## config.mk

```make
export PLATFORM = sky130hd
export DESIGN_NAME = cell_probe
export DESIGN_NICKNAME = d
export VERILOG_FILES = /design/src/rtl/cell_probe_pkg.sv /design/src/rtl/cell_mux.sv /design/src/rtl/cell_probe_edge_gate_counter.sv /design/src/rtl/cell_probe.sv
export SDC_FILE = /design/constraint.sdc
export NUM_CORES = 1
export LEC_CHECK = 0
export CORE_ASPECT_RATIO = 0.75
export CORE_MARGIN = 5
export CORE_UTILIZATION = 55
export CTS_CLUSTER_SIZE = 24
export DETAILED_ROUTE_END_ITERATION = 10
export PLACE_DENSITY = 0.77
export SLEW_MARGIN = 20
export SYNTH_ARGS = -nofsm -noshare
export SYNTH_HDL_FRONTEND = slang
export SYNTH_SLANG_ARGS = --single-unit
```

## constraint.sdc

```tcl
create_clock -name clk -period 2.2 [get_ports clk]
set_clock_uncertainty 0.1 [all_clocks]
set_input_delay 0.44 -clock clk [delete_from_list [all_inputs] [get_ports clk]]
set_output_delay 0.44 -clock clk [all_outputs]
set_load 0.005 [all_outputs]
```

## src/rtl/cell_probe_pkg.sv

```systemverilog
// Shared types and bit positions for the cell probe.
`ifndef INPUT_BITS
`define INPUT_BITS 9
`endif
`ifndef OUTPUT_BITS
`define OUTPUT_BITS 10
`endif

package cell_probe_pkg;

   typedef enum logic [1:0] {
      ST_IDLE  = 2'd0,
      ST_ARM   = 2'd1,
      ST_COUNT = 2'd2,
      ST_DONE  = 2'd3
   } state_t;

   localparam logic [2:0] MEAS_PREFIX = 3'b111;

   localparam int unsigned IN_BITS  = `INPUT_BITS;
   localparam int unsigned OUT_BITS = `OUTPUT_BITS;

   localparam int unsigned IN_STB   = 0;
   localparam int unsigned IN_MODE  = 1;
   localparam int unsigned IN_SW_LO = 2;
   localparam int unsigned IN_SW_HI = 7;
   localparam int unsigned IN_BSEL  = 8;
   localparam int unsigned SW_W     = IN_SW_HI - IN_SW_LO + 1;

   localparam int unsigned OUT_BUSY = 8;
   localparam int unsigned OUT_OVF  = 9;

endpackage

```

## src/rtl/cell_mux.sv

```systemverilog
// Cell multiplexer: page 0 passes the input through, other pages XOR it with the page.
module cell_mux #(
   parameter int unsigned PAGE_W = 6
) (
   input  logic [PAGE_W-1:0] page,
   input  logic [PAGE_W-1:0] in,
   output logic [PAGE_W-1:0] out
);

   assign out = (page == '0) ? in : (in ^ page);

endmodule

```

## src/rtl/cell_probe_edge_gate_counter.sv

```systemverilog
// Probe rising-edge detector, gate-window counter and saturating edge counter.
module edge_gate_counter #(
   parameter int unsigned CNT_W     = 16,
   parameter int unsigned GATE_LOG2 = 10
) (
   input  logic             clk,
   input  logic             rst_n,
   input  logic             probe,
   input  logic             clear,
   input  logic             enable,
   output logic             gate_last_c,
   output logic [CNT_W-1:0] count,
   output logic             ovf_live
);

   logic                 probe_q;
   logic                 rise_c;
   logic [GATE_LOG2-1:0] gate;

   assign rise_c      = probe & ~probe_q;
   assign gate_last_c = enable & (gate == '1);

   // Previous probe level for edge detection
   always_ff @(posedge clk or negedge rst_n) begin
      if (!rst_n) probe_q <= 1'b0;
      else        probe_q <= probe;
   end

   // Window counter plus edge count that sticks at all-ones and flags overflow
   always_ff @(posedge clk or negedge rst_n) begin
      if (!rst_n) begin
         gate     <= '0;
         count    <= '0;
         ovf_live <= 1'b0;
      end else if (clear) begin
         gate     <= '0;
         count    <= '0;
         ovf_live <= 1'b0;
      end else if (enable) begin
         gate <= gate + GATE_LOG2'(1);
         if (rise_c) begin
            if (count == '1) ovf_live <= 1'b1;
            else             count    <= count + CNT_W'(1);
         end
      end
   end

endmodule

```

## src/rtl/cell_probe.sv

```systemverilog
// Cell probe: drives a cell_mux page/input from switch commands and counts
// rising edges of one selected cell output over a 2^GATE_LOG2-cycle window.
// Define CELL_PROBE_CONTINUOUS_EN to re-arm automatically after every window.
module cell_probe
   import cell_probe_pkg::*;
#(
   parameter int unsigned PAGE_W    = 6,
   parameter int unsigned CNT_W     = 16,
   parameter int unsigned GATE_LOG2 = 10
) (
   input  logic                clk,
   input  logic                rst_n,
   input  logic [IN_BITS-1:0]  in,
   output logic [OUT_BITS-1:0] out
);

`ifdef CELL_PROBE_CONTINUOUS_EN
   localparam logic DONE_BUSY = 1'b1;
`else
   localparam logic DONE_BUSY = 1'b0;
`endif

   logic                stb_s1, stb_s2, stb_s3;
   logic [IN_BITS-1:1]  ctl_s1, ctl_s2;
   logic                cmd_c, mode_c, bsel_c, meas_c;
   logic [SW_W-1:0]     sw_c;

   state_t              state;
   logic                busy, view_cnt, ovf;
   logic [2:0]          sel;
   logic [PAGE_W-1:0]   cm_page, cm_in, cm_out;
   logic [7:0]          cm_pad;
   logic                probe_s1, probe_s2;
   logic [CNT_W-1:0]    result, count;
   logic                ovf_live, gate_last_c;

   assign cmd_c  = stb_s2 & ~stb_s3;
   assign mode_c = ctl_s2[IN_MODE];
   assign bsel_c = ctl_s2[IN_BSEL];
   assign sw_c   = ctl_s2[IN_SW_HI:IN_SW_LO];
   assign meas_c = (sw_c[SW_W-1 -: 3] == MEAS_PREFIX);
   assign cm_pad = 8'(cm_out);

   cell_mux #(.PAGE_W(PAGE_W)) u_cell_mux (
      .page (cm_page),
      .in   (cm_in),
      .out  (cm_out)
   );

   edge_gate_counter #(.CNT_W(CNT_W), .GATE_LOG2(GATE_LOG2)) u_egc (
      .clk         (clk),
      .rst_n       (rst_n),
      .probe       (probe_s2),
      .clear       (state == ST_ARM),
      .enable      (state == ST_COUNT),
      .gate_last_c (gate_last_c),
      .count       (count),
      .ovf_live    (ovf_live)
   );

   // Two-flop synchronisers for the command inputs and the selected probe cell
   always_ff @(posedge clk or negedge rst_n) begin
      if (!rst_n) begin
         stb_s1   <= 1'b0;
         stb_s2   <= 1'b0;
         stb_s3   <= 1'b0;
         ctl_s1   <= '0;
         ctl_s2   <= '0;
         probe_s1 <= 1'b0;
         probe_s2 <= 1'b0;
      end else begin
         stb_s1   <= in[IN_STB];
         stb_s2   <= stb_s1;
         stb_s3   <= stb_s2;
         ctl_s1   <= in[IN_BITS-1:1];
         ctl_s2   <= ctl_s1;
         probe_s1 <= cm_pad[sel];
         probe_s2 <= probe_s1;
      end
   end

   // Command decode and measurement FSM; commands override the window sequencing
   always_ff @(posedge clk or negedge rst_n) begin
      if (!rst_n) begin
         state    <= ST_IDLE;
         busy     <= 1'b0;
         view_cnt <= 1'b0;
         sel      <= '0;
         cm_page  <= '0;
         cm_in    <= '0;
         result   <= '0;
         ovf      <= 1'b0;
      end else begin
         if (cmd_c && !mode_c) cm_in <= PAGE_W'(sw_c);

         if (cmd_c && mode_c && !meas_c) begin
            cm_page  <= PAGE_W'(sw_c);
            view_cnt <= 1'b0;
            state    <= ST_IDLE;
            busy     <= 1'b0;
         end else if (cmd_c && mode_c) begin
            sel      <= sw_c[2:0];
            view_cnt <= 1'b1;
            state    <= ST_ARM;
            busy     <= 1'b1;
         end else begin
            case (state)
               ST_ARM: begin
                  state <= ST_COUNT;
                  busy  <= 1'b1;
               end
               ST_COUNT: begin
                  if (gate_last_c) begin
                     state  <= ST_DONE;
                     busy   <= DONE_BUSY;
                     result <= count;
                     ovf    <= ovf_live;
                  end
               end
               ST_DONE: begin
`ifdef CELL_PROBE_CONTINUOUS_EN
                  state <= ST_ARM;
                  busy  <= 1'b1;
`else
                  state <= ST_DONE;
`endif
               end
               default: state <= ST_IDLE;
            endcase
         end
      end
   end

   // Output view: cell outputs or the selected result byte, plus status bits
   always_comb begin
      out = '0;
      if (!view_cnt)   out[7:0] = cm_pad;
      else if (!bsel_c) out[7:0] = result[7:0];
      else             out[7:0] = 8'(result >> 8);
      out[OUT_BUSY] = busy;
      out[OUT_OVF]  = ovf;
   end

endmodule

```

After elaboration in Yosys (flattened, before gate mapping)
Cells that the tools add are included.

$add $sub $neg: 2. Order comparisons: 1. Equality and inequality tests: 8. Muxes and demuxes: 25. Bitwise gates (word level): 8. Reductions and logical operators: 16.

Operators with widths (count): $mux 16 (4); $mux 10 (2); $add 16x1->16 const B (1); $eq 16x16->1 const B (1); $mux 8 (2); $add 10x1->10 const B (1); $eq 10x10->1 const B (1); $mux 1 (10); $reduce_bool 2->1 (4); $logic_not 6->1 (1); $mux 2 (3); $mux 6 (1); $pmux 2 s3 (1); $reduce_and 3->1 (2); $xor 6x6->6 (1); $eq 2x2->1 const B (2); $lt 3x4->1 const B (1); $ne 4x4->1 const B (1); $not 1->1 (4); $reduce_and 2->1 (2); $reduce_and 4->1 (1); $reduce_bool 4->1 (1); $and 1x1->1 (3); $bmux 1 s3 (1); 6 further kinds (9).

Bits in registers: 85. Input port bits: 11. Output and inout port bits: 10. Logic and storage cells: 79.

Longest topological paths before layout
Depth in word-level cells: 6. Gate-level depth with buffers: 7.

By module
A second synthesis with hierarchy kept.

Cells, all modules: 311. Area total of the unflattened synthesis: 3831.2 um^2.

Modules (own cells, without submodules): cell_probe (times used 1, cells each 148, area each 2275.9 um^2); edge_gate_counter (times used 1, cells each 157, area each 1502.7 um^2); cell_mux (times used 1, cells each 6, area each 52.6 um^2).

Worst setup path after synthesis
Ideal clock, no wire load.

Kind: reg-to-reg. From: reg u_egc.gate[0]. To: reg ovf. Setup time: 125 ps. Arrival: 1695 ps. Required time: 1975 ps. Slack: 281 ps. Cell stages (with the launch flop): 7. Path buffers: 1. Period minus slack after synthesis: 1919 ps. Cells stage by stage: dfrtp_1 ha_1 and2_1 nand4_2 nor2_2 buf_4 mux2_2.

Word-level cells in the longest chain between the ends: 3.

Ends and longest elaborated chain: start, declared (RTL line cell_probe_edge_gate_counter.sv:18) `logic [GATE_LOG2-1:0] gate;`; start signal, assigned (RTL line cell_probe_edge_gate_counter.sv:40) `gate <= gate + GATE_LOG2'(1);`; $eq 10x10->1 (RTL line cell_probe_edge_gate_counter.sv:21) `assign gate_last_c = enable & (gate == '1);`; $and 1x1->1 (RTL line cell_probe_edge_gate_counter.sv:21); $reduce_and 4->1 (no line); end signal, assigned (RTL line cell_probe.sv:117) `ovf <= ovf_live;`; end, declared (RTL line cell_probe.sv:29) `logic busy, view_cnt, ovf;`.

Every way passes these cells. A chain may end at the register's enable or synchronous reset.

Worst setup path after layout
From: reg ctl_s2[8] in the netlist's numbering. To: out out[3].

Word-level cells in the longest chain between the ends: 2.

Ends and longest elaborated chain: start, declared (RTL line cell_probe.sv:24) `logic [IN_BITS-1:1] ctl_s1, ctl_s2;`; start signal, assigned (RTL line cell_probe.sv:76) `ctl_s2 <= ctl_s1;`; $mux 8 (RTL line cell_probe.sv:138) `else if (!bsel_c) out[7:0] = result[7:0];`; $mux 8 (RTL line cell_probe.sv:137) `if (!view_cnt) out[7:0] = cm_pad;`; end, declared (RTL line cell_probe.sv:14) `output logic [OUT_BITS-1:0] out`.

Every way passes these cells.

==> qor.yml <==
status:
  outcome: "finished, final reports clean"
grt:
  antenna_found_initial: 1
  grt_pass1_wl_um: 12100
  grt_max_degree: 45
  grt_usage_pct: 18.4
  overflow: 0
  grt_pass1_vias: 2447
logic_synthesis:
  synth.area.top_cells: "dfrtp_1 58%, mux2_2 8.9%, nor2_1 3.4%"
  syn_nets: 321
  synth_top_area_share_pct: 57.8
  synth_largest_area_cell: "dfrtp_1"
  synth-edff-count: 0
  syn_avg_cell_area_um2: 12.1
  ys_ff_latch: 85
  ys.flop_type: "dfrtp_1"
  ys_seq_area_share_pct: 57.8
  synthArstFlopShare_pct: 100
  yosysWarnings: 0
  synth_cell_types: 48
  synth_area_mm2: 0.00368
  postSynthCellCount: 304
setup_path:
  crit_slowest_cell: "dfrtp_1"
  startpoint_type: "register"
  cp.required_ps: 1660
  crit_fanout: 8
  endpoint_kind: "output pin"
  r2r_cells: 7
  path_class: "reg2out"
  crit_path_cell_trace: "buf_6, mux2i_1, a21oi_1, dlygate4sd2_1"
  arrival_ps: 1480
  max_stage_delay_ps: 360
sta:
  drv_slew: 0
  min_period_over_period_pct: 91.7
  worstMarginPinSlew_ps: 598
  fin_crit_ps: 2020
  whs_ps: 252
  tns_ps: 0
  rsz0062_at_grt: "false"
  clock.fmax_mhz: 496
  finalSetupViolCount: 0
  hold_violations: 0
  relSlewSlack_pct: 60.0
routing:
  viasPerCell: 5.63
  avgRoutedWirePerCell_um: 16.6
  dr.pass1.iters: 4
  drc_errors: 0
  ant_nets: 0
  vias: 2387
  initialDrtViolationCount: 53
  drt-total-wl_um: 7030
finish:
  final_cell_area_mm2: 0.00433
  diodes: 0
  drive_above_1_share_pct: 20.7
  seq_area_mm2: 0.00213
  layout_common_cells: "84 x dfrtp_1, 33 x nor2_1, 29 x mux2_2"
  multi_input_area_mm2: 0.00152
  area_growth_pct: 17.7
  nets: 355
  final_common_cell: "dfrtp_1"
  n_fill_cell: 476
run:
  cap_violations: 0
clock_tree:
  cts.sinks: 85
  clock_path_buffers: 2
  path_clk_slew_ps: 90
  clk_latency_ps: 350
  cts_tree: "done"
  cts_inserted_buffers: 9
  cts_root_buffer: "clkbuf_8"
  h-tree-depth: 3
  postCtsSetupBuffers: 0
hold_path:
  holdPathStages: 0
  hold_path.class: "reg2reg"
place:
  placement.cell_area_mm2: 0.00405
  portBuffers: 20
  routabilityCongestion: 0.854
  dpl.hpwl_um: 4920
floorplan:
  dieArea_mm2: 0.00844
  boundaryPins: 21
  fp.dieH_um: 80.8
  num_rows: 25
  die_w_um: 104
  initial_utilization_pct: 57.3
  core_mm2: 0.00641
power:
  p_leak_nw: 2.00
  ir_drop_uv: 459
  p_per_area_mw_per_mm2: 920
==> cell type report <==
class	count	area share (%)
clock buffer	9	2.86
clock inverter	7	2.37
inverter	7	0.607
multi-input combinational	203	35.1
sequential	85	49.2
tap	81	2.34
timing repair buffer	32	7.60
==> flip-flops by register name (all words and copies together) (netlist names), 2 cells and up <==
register and flops:
cm_page 6, state 2, result 16, u_egc.count 16, sel 3, cm_in 6, ctl_s1 8, u_egc.gate 10
ctl_s2 8
==> worst paths after layout <==
kind                       startpoint               to  slack [ps]
setup reg to reg             state[0]  u_egc.count[12]         190
hold / removal              ctl_s1[3]        ctl_s2[3]         250
hold reg to reg             ctl_s1[3]        ctl_s2[3]         250
min in group asynchronous       rst_n        result[6]         520
max in group asynchronous       rst_n         view_cnt         930
setup / recovery            ctl_s2[8]           out[3]         180
==> cells in the mapped netlist (7+ instances only) <==
cell and n:
mux2_2 29, mux2i_1 9, o21ai_0 8, xor2_1 11, nor2_1 33, dfrtp_1 85
inv_1 7, nand3_1 12, nand2_1 14, nor3_1 8, xnor2_1 9, a21oi_1 13
==> cell families after synthesis <==
family                   count (synthesis)  synth area share, %
AND/OR/NAND/NOR                         99                 14.6
multiplexers                            39                 11.9
adder cells (fa/ha/maj)                  6                 2.04
buffers and inverters                   16                 2.01
flip-flops                              85                 57.8
XOR/XNOR                                20                 4.76
AO/OA/AOI/OAI                           39                 6.81
==> where the power goes <==
group          switching [mW]  total [mW]  internal, mW  leakage [nW]
logic                   0.403       0.795         0.391         0.812
clock network           0.570        1.22         0.653         0.111
registers               0.199        1.96          1.76          1.08
total                    1.17        3.98          2.81          2.00
==> worst max-delay path, delay by kind of cell, from the launching register on <==
family	cells	cell delay, ps
AO/OA/AOI/OAI	1	90
multiplexers	1	240
flip-flops	1	360
buffers and inverters	2	430
==> timing repair <==
item                                    CTS  global route
hold buffers                              1             0
pin swaps                                 2             0
gates resized for setup                  12             4
endpoints found under the setup margin    8             3
hold endpoints to repair                 41             0
==> per-layer routing <==
layer	wire length, um	track usage, %
met4	80	6.60
met5	20	0
met2	3300	28.6
met1	3320	24.5
met3	311	6.20
==> through the flow <==
| step | std cells | power (mW) | setup WS, ps | util [%] |
|---|---|---|---|---|
| global route | 424 | 4.23 | 33.6 | 67.5 |
| global placement | 407 | 2.75 | 174 | 63.1 |
| finish | 424 | 3.98 | 183 | 67.5 |
| detailed placement | 407 | 2.79 | 146 | 63.1 |
| floorplan | 304 | 2.46 | 281 | - |
| CTS | 424 | 4.02 | 10.2 | 67.3 |
Note: power is estimated with default switching activity, not from simulation.
